### config.mk
export PLATFORM = sky130hd
export DESIGN_NAME = block_painter
export DESIGN_NICKNAME = d
export VERILOG_FILES = /design/src/rtl/block_painter.sv
export SDC_FILE = /design/constraint.sdc
export NUM_CORES = 1
export LEC_CHECK = 0
export ABC_CLOCK_PERIOD_IN_PS = 2400
export CAP_MARGIN = 15
export CORE_ASPECT_RATIO = 0.6
export CORE_UTILIZATION = 47
export DETAILED_ROUTE_END_ITERATION = 7
export HOLD_SLACK_MARGIN = 0.08
export PLACE_DENSITY = 0.82
export SETUP_SLACK_MARGIN = 0.5
export SYNTH_ARGS = -nofsm -noshare
export SYNTH_HDL_FRONTEND = slang
export SYNTH_SLANG_ARGS = --single-unit
### constraint.sdc
create_clock -name clk -period 2.4 [get_ports clk]
set_clock_uncertainty 0.2 [all_clocks]
set_input_delay 0.24 -clock clk [delete_from_list [all_inputs] [get_ports clk]]
set_output_delay 0.24 -clock clk [all_outputs]
set_load 0.02 [all_outputs]
### src/rtl/block_painter.sv
// Rasterises one row of CELL x CELL square cells onto the 160x120 VGA frame
// buffer, one pixel per clock, with a start/busy/done handshake.
module block_painter #(
    parameter int CELL      = 4,
    parameter int MAX_CELLS = 7,
    parameter int SCREEN_W  = 160,
    parameter int SCREEN_H  = 120
) (
    input  logic       clk,
    input  logic       reset,
    input  logic       start,
    input  logic [7:0] x_in,
    input  logic [6:0] y_in,
    input  logic [2:0] colour_in,
    input  logic [2:0] width_cells,
    output logic       busy,
    output logic       done,
    output logic [7:0] vga_x,
    output logic [6:0] vga_y,
    output logic [2:0] vga_colour,
    output logic       plot
);

    localparam int DX_W = (MAX_CELLS * CELL > 1) ? $clog2(MAX_CELLS * CELL) : 1;
    localparam int DY_W = (CELL > 1) ? $clog2(CELL) : 1;
    localparam int WC_W = $clog2(MAX_CELLS + 1);

    localparam logic [DY_W-1:0] DY_LAST  = DY_W'(CELL - 1);
    localparam logic [8:0]      SCREEN_W9 = 9'(SCREEN_W);
    localparam logic [7:0]      SCREEN_H8 = 8'(SCREEN_H);

    typedef enum logic [1:0] {
        IDLE = 2'd0,
        DRAW = 2'd1,
        DONE = 2'd2
    } state_t;

    state_t state_reg, state_next;

    // Latched row parameters
    logic [7:0]      bx_reg;
    logic [6:0]      by_reg;
    logic [2:0]      col_reg;
    logic [DX_W-1:0] last_dx_reg, last_dx_next;

    // Scan counters
    logic [DX_W-1:0] dx_reg, dx_next;
    logic [DY_W-1:0] dy_reg, dy_next;

    logic [WC_W-1:0] wc_clamped;
    logic            accept;
    logic [8:0]      sum_x;
    logic [7:0]      sum_y;
    logic            on_screen;

    // Pixel stage between the scan counters and the output registers
    logic [7:0] pix_x_reg;
    logic [6:0] pix_y_reg;
    logic [2:0] pix_col_reg;
    logic       pix_plot_reg;
    logic       pix_done_reg;

    // Output registers
    logic       busy_reg;
    logic       done_reg;
    logic [7:0] vga_x_reg;
    logic [6:0] vga_y_reg;
    logic [2:0] vga_colour_reg;
    logic       plot_reg;

    // Request decode: clamp the width and precompute the last dx of a row.
    always_comb begin
        if (32'(width_cells) > MAX_CELLS) begin
            wc_clamped = WC_W'(MAX_CELLS);
        end else begin
            wc_clamped = WC_W'(width_cells);
        end
        last_dx_next = DX_W'(32'(wc_clamped) * CELL - 1);
        accept       = (state_reg == IDLE) && start;
    end

    // Sums are one bit wider than the screen coordinates so that a carry
    // past 255/127 reads as off-screen instead of wrapping back on-screen.
    always_comb begin
        sum_x     = {1'b0, bx_reg} + 9'(dx_reg);
        sum_y     = {1'b0, by_reg} + 8'(dy_reg);
        on_screen = (sum_x < SCREEN_W9) && (sum_y < SCREEN_H8);
    end

    always_comb begin
        state_next = state_reg;
        dx_next    = dx_reg;
        dy_next    = dy_reg;
        case (state_reg)
            IDLE: begin
                if (start) begin
                    dx_next    = '0;
                    dy_next    = '0;
                    state_next = (wc_clamped == '0) ? DONE : DRAW;
                end
            end
            DRAW: begin
                if (dx_reg == last_dx_reg) begin
                    dx_next = '0;
                    if (dy_reg == DY_LAST) begin
                        dy_next    = '0;
                        state_next = DONE;
                    end else begin
                        dy_next = dy_reg + DY_W'(1);
                    end
                end else begin
                    dx_next = dx_reg + DX_W'(1);
                end
            end
            DONE: begin
                state_next = IDLE;
            end
            default: begin
                state_next = IDLE;
            end
        endcase
    end

    always_ff @(posedge clk) begin
        if (!reset) begin
            state_reg   <= IDLE;
            dx_reg      <= '0;
            dy_reg      <= '0;
            bx_reg      <= '0;
            by_reg      <= '0;
            col_reg     <= '0;
            last_dx_reg <= '0;
        end else begin
            state_reg <= state_next;
            dx_reg    <= dx_next;
            dy_reg    <= dy_next;
            if (accept) begin
                bx_reg      <= x_in;
                by_reg      <= y_in;
                col_reg     <= colour_in;
                last_dx_reg <= last_dx_next;
            end
        end
    end

    // Coordinates only advance while drawing, so they hold between rows.
    always_ff @(posedge clk) begin
        if (!reset) begin
            pix_x_reg    <= '0;
            pix_y_reg    <= '0;
            pix_col_reg  <= '0;
            pix_plot_reg <= 1'b0;
            pix_done_reg <= 1'b0;
        end else begin
            if (state_reg == DRAW) begin
                pix_x_reg    <= sum_x[7:0];
                pix_y_reg    <= sum_y[6:0];
                pix_col_reg  <= col_reg;
                pix_plot_reg <= on_screen;
            end else begin
                pix_plot_reg <= 1'b0;
            end
            pix_done_reg <= (state_reg == DONE);
        end
    end

    always_ff @(posedge clk) begin
        if (!reset) begin
            busy_reg       <= 1'b0;
            done_reg       <= 1'b0;
            vga_x_reg      <= '0;
            vga_y_reg      <= '0;
            vga_colour_reg <= '0;
            plot_reg       <= 1'b0;
        end else begin
            busy_reg       <= (state_next != IDLE);
            done_reg       <= pix_done_reg;
            vga_x_reg      <= pix_x_reg;
            vga_y_reg      <= pix_y_reg;
            vga_colour_reg <= pix_col_reg;
            plot_reg       <= pix_plot_reg;
        end
    end

    assign busy       = busy_reg;
    assign done       = done_reg;
    assign vga_x      = vga_x_reg;
    assign vga_y      = vga_y_reg;
    assign vga_colour = vga_colour_reg;
    assign plot       = plot_reg;

endmodule

# Word level (Yosys, flattened, before mapping)

Cells that the tools add are included.

Bits in registers: 73
Input port bits: 24
Output and inout port bits: 21
Word-level logic and storage cells: 52

$add $sub $neg: 5
Order comparisons: 2
Eq/ne operators: 6
Muxes and demuxes: 12
Reduce and logical (&&, ||, !) cells: 9

Operator list:

| cell                                                                   | count |
|---|---|
| 2-bit two-way mux                                                      | 7 |
| 5-bit two-way mux                                                      | 2 |
| 5-bit case mux with 2 select lines                                     | 1 |
| 8-bit by 5-bit adder with 9-bit output                                 | 1 |
| 9-bit by 8-bit < comparator with 1-bit output (second input constant)  | 1 |
| 7-bit by 2-bit adder with 8-bit output                                 | 1 |
| 8-bit by 7-bit < comparator with 1-bit output (second input constant)  | 1 |
| 2-bit case mux with 2 select lines                                     | 2 |
| 5-bit by 1-bit adder with 5-bit output (second input constant)         | 1 |
| 5-bit equality test                                                    | 1 |
| 5-bit by 1-bit subtractor with 5-bit output (second input constant)    | 1 |
| 2-bit equality test (second input constant)                            | 2 |
| 2-bit != test (second input constant)                                  | 2 |
| 2-bit AND reduction                                                    | 2 |
| 2-bit nonzero test                                                     | 2 |
| 3-bit logical NOT                                                      | 1 |
| 3-bit AND reduction                                                    | 1 |
| 2-bit by 1-bit adder with 2-bit output (second input constant)         | 1 |
| 2-bit by 1-bit equality test with 1-bit output (second input constant) | 1 |
| 1-bit logical AND                                                      | 2 |
| 2-bit logical NOT                                                      | 1 |

# Depth between registers and ports, before layout

Gate-level depths: netlist of the first run.

Word-level depth: 5
Gate-level depth with buffers: 7
Depth with buffers taken out: 7

# Worst setup path after synthesis of the first run

No wires, ideal clock.

Path kind: flip-flop to flip-flop
Start: reg dy_reg[0]
End: reg pix_plot_reg
Setup time: 0.135 ns
Arrival time: 1.829 ns
Required time: 2.065 ns
Setup slack: 0.236 ns
Stages on the path, launching flop included: 8
Buffers on the path: 0
Clock period less this slack: 2.164 ns
Cell sequence: dfxtp_1 ha_1 inv_1 fa_1 and3b_1 or3b_2 a31oi_1 a2111oi_1

Cells in the longest elaborated chain, start to end: 3

RTL lines:

| what                                          | line | text |
|---|---|---|
| from (decl)                                   | 48   | `logic [DY_W-1:0] dy_reg, dy_next;` |
| from (signal assigned)                        | 136  | `dy_reg <= dy_next;` |
| 7-bit by 2-bit adder with 8-bit output        | 86   | `sum_y = {1'b0, by_reg} + 8'(dy_reg);` |
| 8-bit by 7-bit < comparator with 1-bit output | 87   | `on_screen = (sum_x < SCREEN_W9) && (sum_y < SCREEN_H8);` |
| 1-bit logical AND                             | 87   |  |
| to (signal assigned)                          | 159  | `pix_plot_reg <= on_screen;` |
| to (decl)                                     | 60   | `logic pix_plot_reg;` |

Every way passes these cells.
A chain may end at the register's enable or synchronous reset.

# Worst setup path after layout of the first run

Start: reg dx_reg[0]
End: reg pix_plot_reg

Cells in the longest elaborated chain, start to end: 3

RTL lines:

| what                                          | line | text |
|---|---|---|
| from (decl)                                   | 47   | `logic [DX_W-1:0] dx_reg, dx_next;` |
| from (signal assigned)                        | 135  | `dx_reg <= dx_next;` |
| 8-bit by 5-bit adder with 9-bit output        | 85   | `sum_x = {1'b0, bx_reg} + 9'(dx_reg);` |
| 9-bit by 8-bit < comparator with 1-bit output | 87   |  |
| 1-bit logical AND                             | 87   |  |

Every way passes these cells.

==> results of run 1 <==
-- cells by family (layout without fill, tap and decap cells) --
group / count (synthesis) / count (layout)
AND/OR/NAND/NOR: 124 / 124
AO/OA/AOI/OAI: 73 / 73
flip-flops: 72 / 72
buffers and inverters: 26 / 91
adder cells (fa/ha/maj): 13 / 13
XOR/XNOR: 12 / 12
multiplexers: 1 / 1
-- worst register-to-register path: cells and delay by family (launching register included) --
kind / cells / cell delay, ns
AND/OR/NAND/NOR: 1 / 0.06
buffers and inverters: 1 / 0.04
flip-flops: 1 / 0.36
adder cells (fa/ha/maj): 2 / 0.36
AO/OA/AOI/OAI: 3 / 0.93
-- per-stage QoR --
stage	hold slack [ns]	setup WS, ns	utilization (%)	instance area (µm²)	total power, mW
global route	0.226	0.293	67.9	3940	2.95
detailed placement	0.238	0.174	60.8	3530	1.74
finish	0.219	0.307	67.9	3940	2.81
floorplan	0.136	0.329	-	2980	1.58
CTS	0.206	0.388	66.6	3870	2.81
global placement	0.224	0.233	60.8	3530	1.73
-- synth_stat cells, drive strengths merged, types with 2 or more instances --
cell      n
a211oi   10
inv      11
o21bai    2
a21oi    22
o22a      5
and2     24
xor2     10
nand4     2
nand2    51
buf       4
nand2b    6
a21o      3
clkbuf   11
o21ai     9
o2bb2ai   2
a2111oi   2
nand3    12
o31ai     3
ha       11
nor2b     2
nand3b    2
dfxtp    72
or3       2
o21a      2
nor2     18
a2bb2oi   4
xnor2     2
fa        2
-- power breakdown --
group / switching, mW / leakage, nW / internal [mW]
combinational: 0.216 / 0.831 / 0.199
clock: 0.445 / 0.111 / 0.618
sequential: 0.0534 / 0.593 / 1.28
total: 0.714 / 1.53 / 2.10
-- path summary, 6_finish.rpt --
check	slack, ns	cells after the start	end
min	0.22	3	by_reg[0]$_SDFFE_PN0P_
max reg2reg	0.31	7	pix_plot_reg$_SDFF_PN0_
max	0.31	7	pix_plot_reg$_SDFF_PN0_
min reg2reg	0.25	1	vga_x[4]$_SDFF_PN0_
-- repair_timing --
item | CTS | global route
gates resized for setup | 18 | 10
cloned | 0 | 0
buffers inserted | 6 | 5
endpoints found under the setup margin | 11 | 13
pin swaps | 11 | 8
-- routing by layer --
metal	vias to the layer above	routed length [µm]	part of all wire, %	GRT usage (%)
met5	-	0	0	0
met4	0	113	1.6	7.86
met3	12	420	5.9	6.63
met2	99	3300	46	36.8
met1	1183	3330	46	29.7
li1	1222	-	-	-
-- area by class of cell --
cell class	instances	area, µm²
timing repair buffer	64	594
tap	80	100
clock buffer	12	145
multi-input combinational	223	1530
clock inverter	4	77.6
fill	459	1870
sequential	72	1460
inverter	11	41.3
==> summary.txt, run 1 <==
number of remaining DRC errors -> 0
most frequent cells in the layout -> dfxtp_1, nand2_1, clkdlybuf4s50_1
synthesized area -> 2960 µm²
RR Startpoint -> dx_reg[0]$_SDFFE_PN0P_
Compound-Gate Fraction of Synth Area -> 17.6%
Worst EP required -> 2.40 ns
antenna violations before repair -> 0
Clock Path Buffers -> 2
Post-synth EDFFs -> 0
final net count -> 418
Peak VDD IR -> 413 µV
fin cells -> 466
setup violators final -> 0
Post-synth ARST share -> 0%
top cell type by total area after synthesis -> dfxtp_1
die footprint -> 6620 µm²
status -> complete, no violations
main combinational cell family by area after synthesis -> simple AND/OR/NAND/NOR gates
Synth top area share -> 48.8%
post-route ant nets -> 0
xor-xnor portion of the synthesized cell area -> 3.56%
hold buffers post-CTS -> 0
Root Buffer -> clkbuf_8
synth top area cells -> dfxtp_1, nand2_1, and2_1
Routed Wire Length -> 7160 µm
Synth Area in Simple Gates -> 20.4%
Crit-path slowest cell -> o41ai_1
post-synthesis adder-cell area fraction -> 6.01%
n_diodes -> 0
Routability Congestion -> 0.870
hold path start -> y_in[0]
DRT Pass-1 Iters -> 5
mux cell area share after synthesis -> 0.339%
critical path arrival -> 2.10 ns
Post-Synthesis Cells -> 321
CTS tree -> built
number of buffers created by CTS -> 9
Die Ht -> 63.4 µm
Die W -> 104 µm
Clock Pin Slew Worst Setup and Hold Paths -> 0.08 ns
clock insertion delay at the later pin of the skew report -> 0.35 ns
First DRT Iteration DRCs -> 111
crit path capture type -> flop
final slew viol count -> 0
Post-Syn Area per Cell -> 9.21 µm²
post-route minimum period -> 2.09 ns
most common cell after layout, fill and taps aside -> dfxtp_1
gr ovfl total -> 0
largest net degree at the start of global routing -> 29
first-pass GRT wire length -> 11700 µm
Syn Nets -> 358
Core Rows -> 21
Hold Violations, Final -> 0
vias per cell -> 5.40
Largest stage delay, worst path -> 0.48 ns
Synth Register Bits -> 72
Layout area overhead -> 33.4%
PwrDens -> 714 nW/µm²
core area -> 5810 µm²
share of cells above drive strength 1 -> 17.1%
RSZ-0062 raised after global routing -> yes
setup TNS -> 0 ns
worst hold path class -> primary input to flop
CTS H-tree depth -> 3
predominant post-synthesis flop cell -> dfxtp_1
placed cell count -> 439
Crit path max-delay family -> compound AO/OA/AOI/OAI gates
worst setup path startpoint -> dx_reg[0]$_SDFFE_PN0P_
IO Port Bufs -> 44
vias in the first global route -> 2417
critical path fanouts, max -> 3
Leak -> 1.53 nW
Least-Margin Pin Slew -> 0.559 ns
number of max-cap violations -> 0
Yosys cell types -> 48
critical path, cell by cell -> ha_4, inv_2, fa_2, nor2b_2, o31a_1, o41ai_1, a2111oi_2
HPWL after DPL -> 4610 µm
clock sink count -> 72
crit path kind -> flop to flop
fmax -> 0.478 GHz
aggregate global-route resource usage -> 23.0%
Rel. slew slack -> 62.3%
startpoint class of the critical path -> flop
IO Count -> 45
Synthesis Warnings -> 0
Final Cycle Share -> 87.2%
Crit path buffers/inverters -> 1
via count -> 2516
drt wl/cell -> 15.4 µm
initial core utilization -> 50.9%
post-synthesis sequential area ratio -> 48.8%
Power figures use the tool's default switching activity.
==> run 2, diff against run 1 <==
--- a/config.mk
+++ b/config.mk
@@ -8,11 +8,12 @@
 export ABC_CLOCK_PERIOD_IN_PS = 2400
 export CAP_MARGIN = 15
 export CORE_ASPECT_RATIO = 0.6
-export CORE_UTILIZATION = 47
+export CORE_UTILIZATION = 45
 export DETAILED_ROUTE_END_ITERATION = 7
 export HOLD_SLACK_MARGIN = 0.08
-export PLACE_DENSITY = 0.82
+export PLACE_DENSITY = 0.79
 export SETUP_SLACK_MARGIN = 0.5
+export SLEW_MARGIN = 25
 export SYNTH_ARGS = -nofsm -noshare
 export SYNTH_HDL_FRONTEND = slang
 export SYNTH_SLANG_ARGS = --single-unit
==> summary.txt, run 2 (synthesis results as in run 1) <==
startpoint class of the critical path -> flop
Rel. slew slack -> 64.0% (+1.7 points)
first-pass GRT wire length -> 11200 µm (-4.1%)
Peak VDD IR -> 334 µV (-19%)
most frequent cells in the layout -> dfxtp_1, nand2_1, clkdlybuf4s50_1
Final Cycle Share -> 83.6% (-3.6 points)
metal2 WL -> 2840 µm (-14%)
PnR worst setup slack -> 0.393 ns (+0.0864 ns)
post-route cell area -> 3880 µm² (-1.4%)
Leak -> 1.49 nW (-2.7%)
setup violators final -> 0 (unchanged)
setup TNS -> 0 ns (unchanged)
n_diodes -> 0 (unchanged)
antenna violations before repair -> 0 (unchanged)
gr ovfl total -> 0 (unchanged)
fmax -> 0.498 GHz (+4.3%)
DP Worst Slack -> 0.164 ns (-0.0104 ns)
HPWL after DPL -> 4530 µm (-1.7%)
IO Port Bufs -> 44 (unchanged)
via count -> 2420 (-3.8%)
core area -> 6220 µm² (+7.1%)
post-route minimum period -> 2.01 ns (-0.0864 ns)
hold_ws -> 0.228 ns (+0.00955 ns)
CTS H-tree depth -> 3 (unchanged)
Post-DP Area -> 3550 µm² (+0.57%)
die footprint -> 6910 µm² (+4.3%)
IO Count -> 45 (unchanged)
RSZ-0062 raised after global routing -> yes
crit path capture type -> flop
post-route ant nets -> 0 (unchanged)
crit path kind -> flop to flop
number of buffers created by CTS -> 9 (unchanged)
PwrDens -> 664 nW/µm² (-6.9%)
final net count -> 418 (unchanged)
worst hold path class -> primary input to flop
Layout area overhead -> 31.5%
DRT Pass-1 Iters -> 4 (-1)
First DRT Iteration DRCs -> 121 (+9.0%)
vias in the first global route -> 2317 (-4.1%)
number of max-cap violations -> 0 (unchanged)
Hold Violations, Final -> 0 (unchanged)
Clock Pin Slew Worst Setup and Hold Paths -> 0.08 ns (about the same)
Worst EP required -> 2.42 ns (+0.02 ns)
critical path, cell by cell -> ha_4, inv_2, fa_2, and3b_2, or3b_4, a31oi_4, a2111oi_2
Root Buffer -> clkbuf_8
DR WL met3 -> 435 µm (+3.6%)
Min-Delay Path Depth -> 3 (unchanged)
CTS tree -> built
critical path arrival -> 2.03 ns (-0.07 ns)
critical path fanouts, max -> 2 (-1)
initial core utilization -> 47.5% (-3.4 points)
routed metal-1 wire length -> 3280 µm (-1.4%)
drt wl/cell -> 14.0 µm (-8.6%)
most common cell after layout, fill and taps aside -> dfxtp_1
Die W -> 107 µm (+2.2%)
status -> complete, no violations
Reg2Reg Depth -> 7 (unchanged)
clock sink count -> 72 (unchanged)
share of cells above drive strength 1 -> 17.1% (unchanged)
vias per cell -> 5.15 (-4.6%)
clock insertion delay at the later pin of the skew report -> 0.35 ns (about the same)
Power, Total -> 2.58 mW (-8.3%)
Routability Congestion -> 0.852 (-2.0%)
Crit-path slowest cell -> or3b_4
Routed Wire Length -> 6600 µm (-7.8%)
largest net degree at the start of global routing -> 21 (-28%)
Clock Path Buffers -> 2 (unchanged)
Largest stage delay, worst path -> 0.39 ns (-0.09 ns)
Core Rows -> 22 (+4.8%)
# fillers -> 556 (+21%)
aggregate global-route resource usage -> 21.3% (-1.7 points)
final slew viol count -> 0 (unchanged)
Least-Margin Pin Slew -> 0.539 ns (-0.0196 ns)
number of remaining DRC errors -> 0 (unchanged)
Die Ht -> 64.8 µm (+2.1%)
uppermost layer routed -> met4
-- run 2: cell types whose count changed in the layout (fill, tap and decap cells not counted), moves of 2 or more --
| cell | previous run | this run |
|---|---|---|
| bufinv_16 | 2 | 0 |
| o21ai_0 | 4 | 6 |
| clkinv_4 | 2 | 0 |
| clkinvlp_4 | 0 | 4 |
-- run 2: repair_timing --
item | in CTS | in global routing
gates resized for setup | 16 | 8
hold buffers | 0 | 0
cloned | 0 | 0
setup endpoints to repair | 9 | 13
setup buffers | 6 | 3
pin swaps | 10 | 7
-- run 2: cell type report --
cell class / instances / area [µm²] / area share (%)
Timing Repair Buffer: 64 / 591 / 15.2
Clock inverter: 6 / 43.8 / 1.13
Multi-Input combinational cell: 223 / 1520 / 39.1
Tap cell: 84 / 105 / 2.71
Sequential cell: 72 / 1460 / 37.5
Inverter: 11 / 41.3 / 1.06
Clock buffer: 10 / 128 / 3.29
-- run 2: through the flow --
step | cells | utilization (%)
floorplan | 321 | -
global placement | 445 | 57.1
detailed placement | 445 | 57.1
CTS | 467 | 61.7
global route | 470 | 62.4
finish | 470 | 62.4
-- run 2: final timing paths --
path,slack [ns],from,to
max,0.39,by_reg[0]$_SDFFE_PN0P_,pix_plot_reg$_SDFF_PN0_
min,0.23,y_in[1],by_reg[1]$_SDFFE_PN0P_
max reg2reg,0.39,by_reg[0]$_SDFFE_PN0P_,pix_plot_reg$_SDFF_PN0_
min reg2reg,0.25,pix_y_reg[4]$_SDFFE_PN0P_,vga_y[4]$_SDFF_PN0_
-- run 2: layer usage --
metal  track usage [%]  vias to the layer above
met4              4.11                        0
met5                 0                        -
li1                  -                     1223
met1              29.3                     1113
met2              31.0                       76
met3              8.85                        8
-- run 2: worst max-delay path: cells and delay by family (launching register included) --
kind	cells	cell delay [ns]
AND/OR/NAND/NOR	2	0.63
adder cells (fa/ha/maj)	2	0.46
flip-flops	1	0.35
AO/OA/AOI/OAI	2	0.22
buffers and inverters	1	0.03
-- run 2: power by group --
group	internal, mW	switching [mW]
combinational	0.199	0.210
sequential	1.28	0.0510
clock	0.376	0.463
total	1.86	0.724
==> run 3, diff against run 2 <==
--- a/config.mk
+++ b/config.mk
@@ -5,13 +5,13 @@
 export SDC_FILE = /design/constraint.sdc
 export NUM_CORES = 1
 export LEC_CHECK = 0
-export ABC_CLOCK_PERIOD_IN_PS = 2400
+export ABC_CLOCK_PERIOD_IN_PS = 1660
 export CAP_MARGIN = 15
 export CORE_ASPECT_RATIO = 0.6
 export CORE_UTILIZATION = 45
 export DETAILED_ROUTE_END_ITERATION = 7
 export HOLD_SLACK_MARGIN = 0.08
-export PLACE_DENSITY = 0.79
+export PLACE_DENSITY = 0.82
 export SETUP_SLACK_MARGIN = 0.5
 export SLEW_MARGIN = 25
 export SYNTH_ARGS = -nofsm -noshare
==> constraint.sdc (replaced) <==
create_clock -name clk -period 1.66 [get_ports clk]
set_clock_uncertainty 0.2 [all_clocks]
set_input_delay 0.166 -clock clk [delete_from_list [all_inputs] [get_ports clk]]
set_output_delay 0.166 -clock clk [all_outputs]
set_load 0.02 [all_outputs]
==> summary.txt, run 3 (synthesis results as in run 1) <==
status -> finished with violations
failing checks -> setup timing
Die W -> 107 µm (unchanged)
Routed Wire Length -> 13000 µm (+97%)
Clock Pin Slew Worst Setup and Hold Paths -> 0.09 ns (about the same)
setup TNS -> -6.32 ns (-6.32 ns)
placed cell count -> 483 (+8.5%)
worst hold path class -> primary input to flop
crit path kind -> flop to flop
Least-Margin Pin Slew -> 0.533 ns (-0.00607 ns)
PwrDens -> 875 nW/µm² (+32%)
DRT Pass-1 Iters -> 7 (+3)
HPWL after DPL -> 5510 µm (+22%)
fin cells -> 525 (+12%)
CTS tree -> built
Die Ht -> 64.8 µm (unchanged)
Peak VDD IR -> 662 µV (+98%)
worst setup path startpoint -> bx_reg[0]$_SDFFE_PN0P_
hold path start -> reset
vias per cell -> 6.18 (+20%)
post-route ant nets -> 0 (unchanged)
die footprint -> 6910 µm² (unchanged)
most common cell after layout, fill and taps aside -> buf_6
aggregate global-route resource usage -> 32.8% (+12 points)
number of buffers created by CTS -> 9 (unchanged)
Hold Violations, Final -> 0 (unchanged)
Final Cycle Share -> 145% (+61 points)
post-route minimum period -> 2.41 ns (+0.400 ns)
RSZ-0062 raised after global routing -> yes
Rel. slew slack -> 64.0% (about the same)
crit path capture type -> flop
most frequent cells in the layout -> buf_6, dfxtp_1, buf_4
drt wl/cell -> 24.8 µm (+76%)
via count -> 3242 (+34%)
number of remaining DRC errors -> 0 (unchanged)
Multi-input gate area -> 2060 µm² (+35%)
final slew viol count -> 0 (unchanged)
Layout area overhead -> 73.7%
final net count -> 473 (+13%)
Worst EP required -> 1.74 ns (-0.68 ns)
critical path fanouts, max -> 2 (unchanged)
largest net degree at the start of global routing -> 21 (unchanged)
first-pass GRT wire length -> 16500 µm (+47%)
core area -> 6220 µm² (unchanged)
PnR worst setup slack -> -0.747 ns (-1.14 ns)
initial core utilization -> 47.5% (unchanged)
antenna violations before repair -> 0 (unchanged)
gr ovfl total -> 0 (unchanged)
clock insertion delay at the later pin of the skew report -> 0.38 ns (+0.03 ns)
vias in the first global route -> 3081 (+33%)
IO Port Bufs -> 44 (unchanged)
share of cells above drive strength 1 -> 56.9% (+40 points)
n_diodes -> 0 (unchanged)
Root Buffer -> clkbuf_8
Leak -> 2.17 nW (+45%)
Clock Path Buffers -> 2 (unchanged)
CTS H-tree depth -> 3 (unchanged)
Routability Congestion -> 0.933 (+9.5%)
Core Rows -> 22 (unchanged)
number of max-cap violations -> 0 (unchanged)
# fillers -> 325 (-42%)
FF+latch area -> 1500 µm² (+2.7%)
RR Startpoint -> bx_reg[0]$_SDFFE_PN0P_
setup violators final -> 21 (+21)
clock sink count -> 72 (unchanged)
critical path arrival -> 2.49 ns (+0.46 ns)
First DRT Iteration DRCs -> 312 (+160%)
fmax -> 0.415 GHz (-17%)
IO Count -> 45 (unchanged)
startpoint class of the critical path -> flop
## run 3: cell count changes in the layout (fill, tap and decap cells not counted), moves of 19 or more
cell,change
nand2_1,-34
nand2_4,+27
buf_6,+50
clkdlybuf4s50_1,-23
dfxtp_2,+22
a21oi_2,+19
a21oi_1,-19
dfxtp_1,-25
## run 3: path summary, 6_finish.rpt
path | to | cells past startpoint | slack (ns)
setup / recovery | pix_plot_reg$_SDFF_PN0_ | 8 | -0.75
hold / removal | vga_x[5]$_SDFF_PN0_ | 2 | 0.14
setup reg to reg | pix_plot_reg$_SDFF_PN0_ | 8 | -0.75
hold reg to reg | done$_SDFF_PN0_ | 1 | 0.24
## run 3: area by class of cell
class | instances | share of cell area, %
Multi-Input combinational cell | 224 | 40.1
Timing Repair Buffer | 118 | 24.3
Clock inverter | 5 | 0.707
Tap cell | 84 | 2.05
Clock buffer | 11 | 2.97
Inverter | 11 | 0.804
Sequential cell | 72 | 29.1
## run 3: critical path, stage by stage, from the launching register on
cell and delay (ns):
dfxtp_2 0.36, ha_4 0.19, inv_2 0.08, fa_2 0.25, nor2b_4 0.06, buf_6 0.12
o31ai_1 0.40, a41oi_1 0.28, a2111oi_4 0.37
## run 3: power breakdown
part           total, mW  internal, mW  switching [mW]
sequential          1.98          1.86           0.117
combinational       1.14         0.553           0.582
clock               1.38         0.643           0.739
total               4.49          3.05            1.44
## run 3: what timing repair did
item                       CTS  global route
setup buffers               14             8
hold buffers                 0             0
hold endpoints to repair     0             0
setup endpoints to repair   71            72
pin swaps                   36            35
cloned                       4             0
resized for setup          239            72
## run 3: stage by stage
stage	hold slack (ns)	util [%]	setup slack, ns	power (mW)	area, µm²
6_report	0.142	82.5	-0.747	4.49	5130
5_1_grt	0.151	82.5	-0.734	4.61	5130
4_1_cts	0.132	76.7	-0.376	4.20	4770
3_5_place_dp	0.229	63.7	-0.456	2.64	3960
3_3_place_gp	0.217	63.7	-0.405	2.62	3960
2_1_floorplan	0.0606	-	-0.410	2.33	3120
## run 3: layer usage
layer  vias to the layer above  wire [µm]  global-route usage, %
li1                       1329          -                      -
met3                        86       1610                   9.05
met5                         -          0                      0
met2                       280       5820                   54.0
met4                         0        840                   17.6
met1                      1547       4730                   39.3
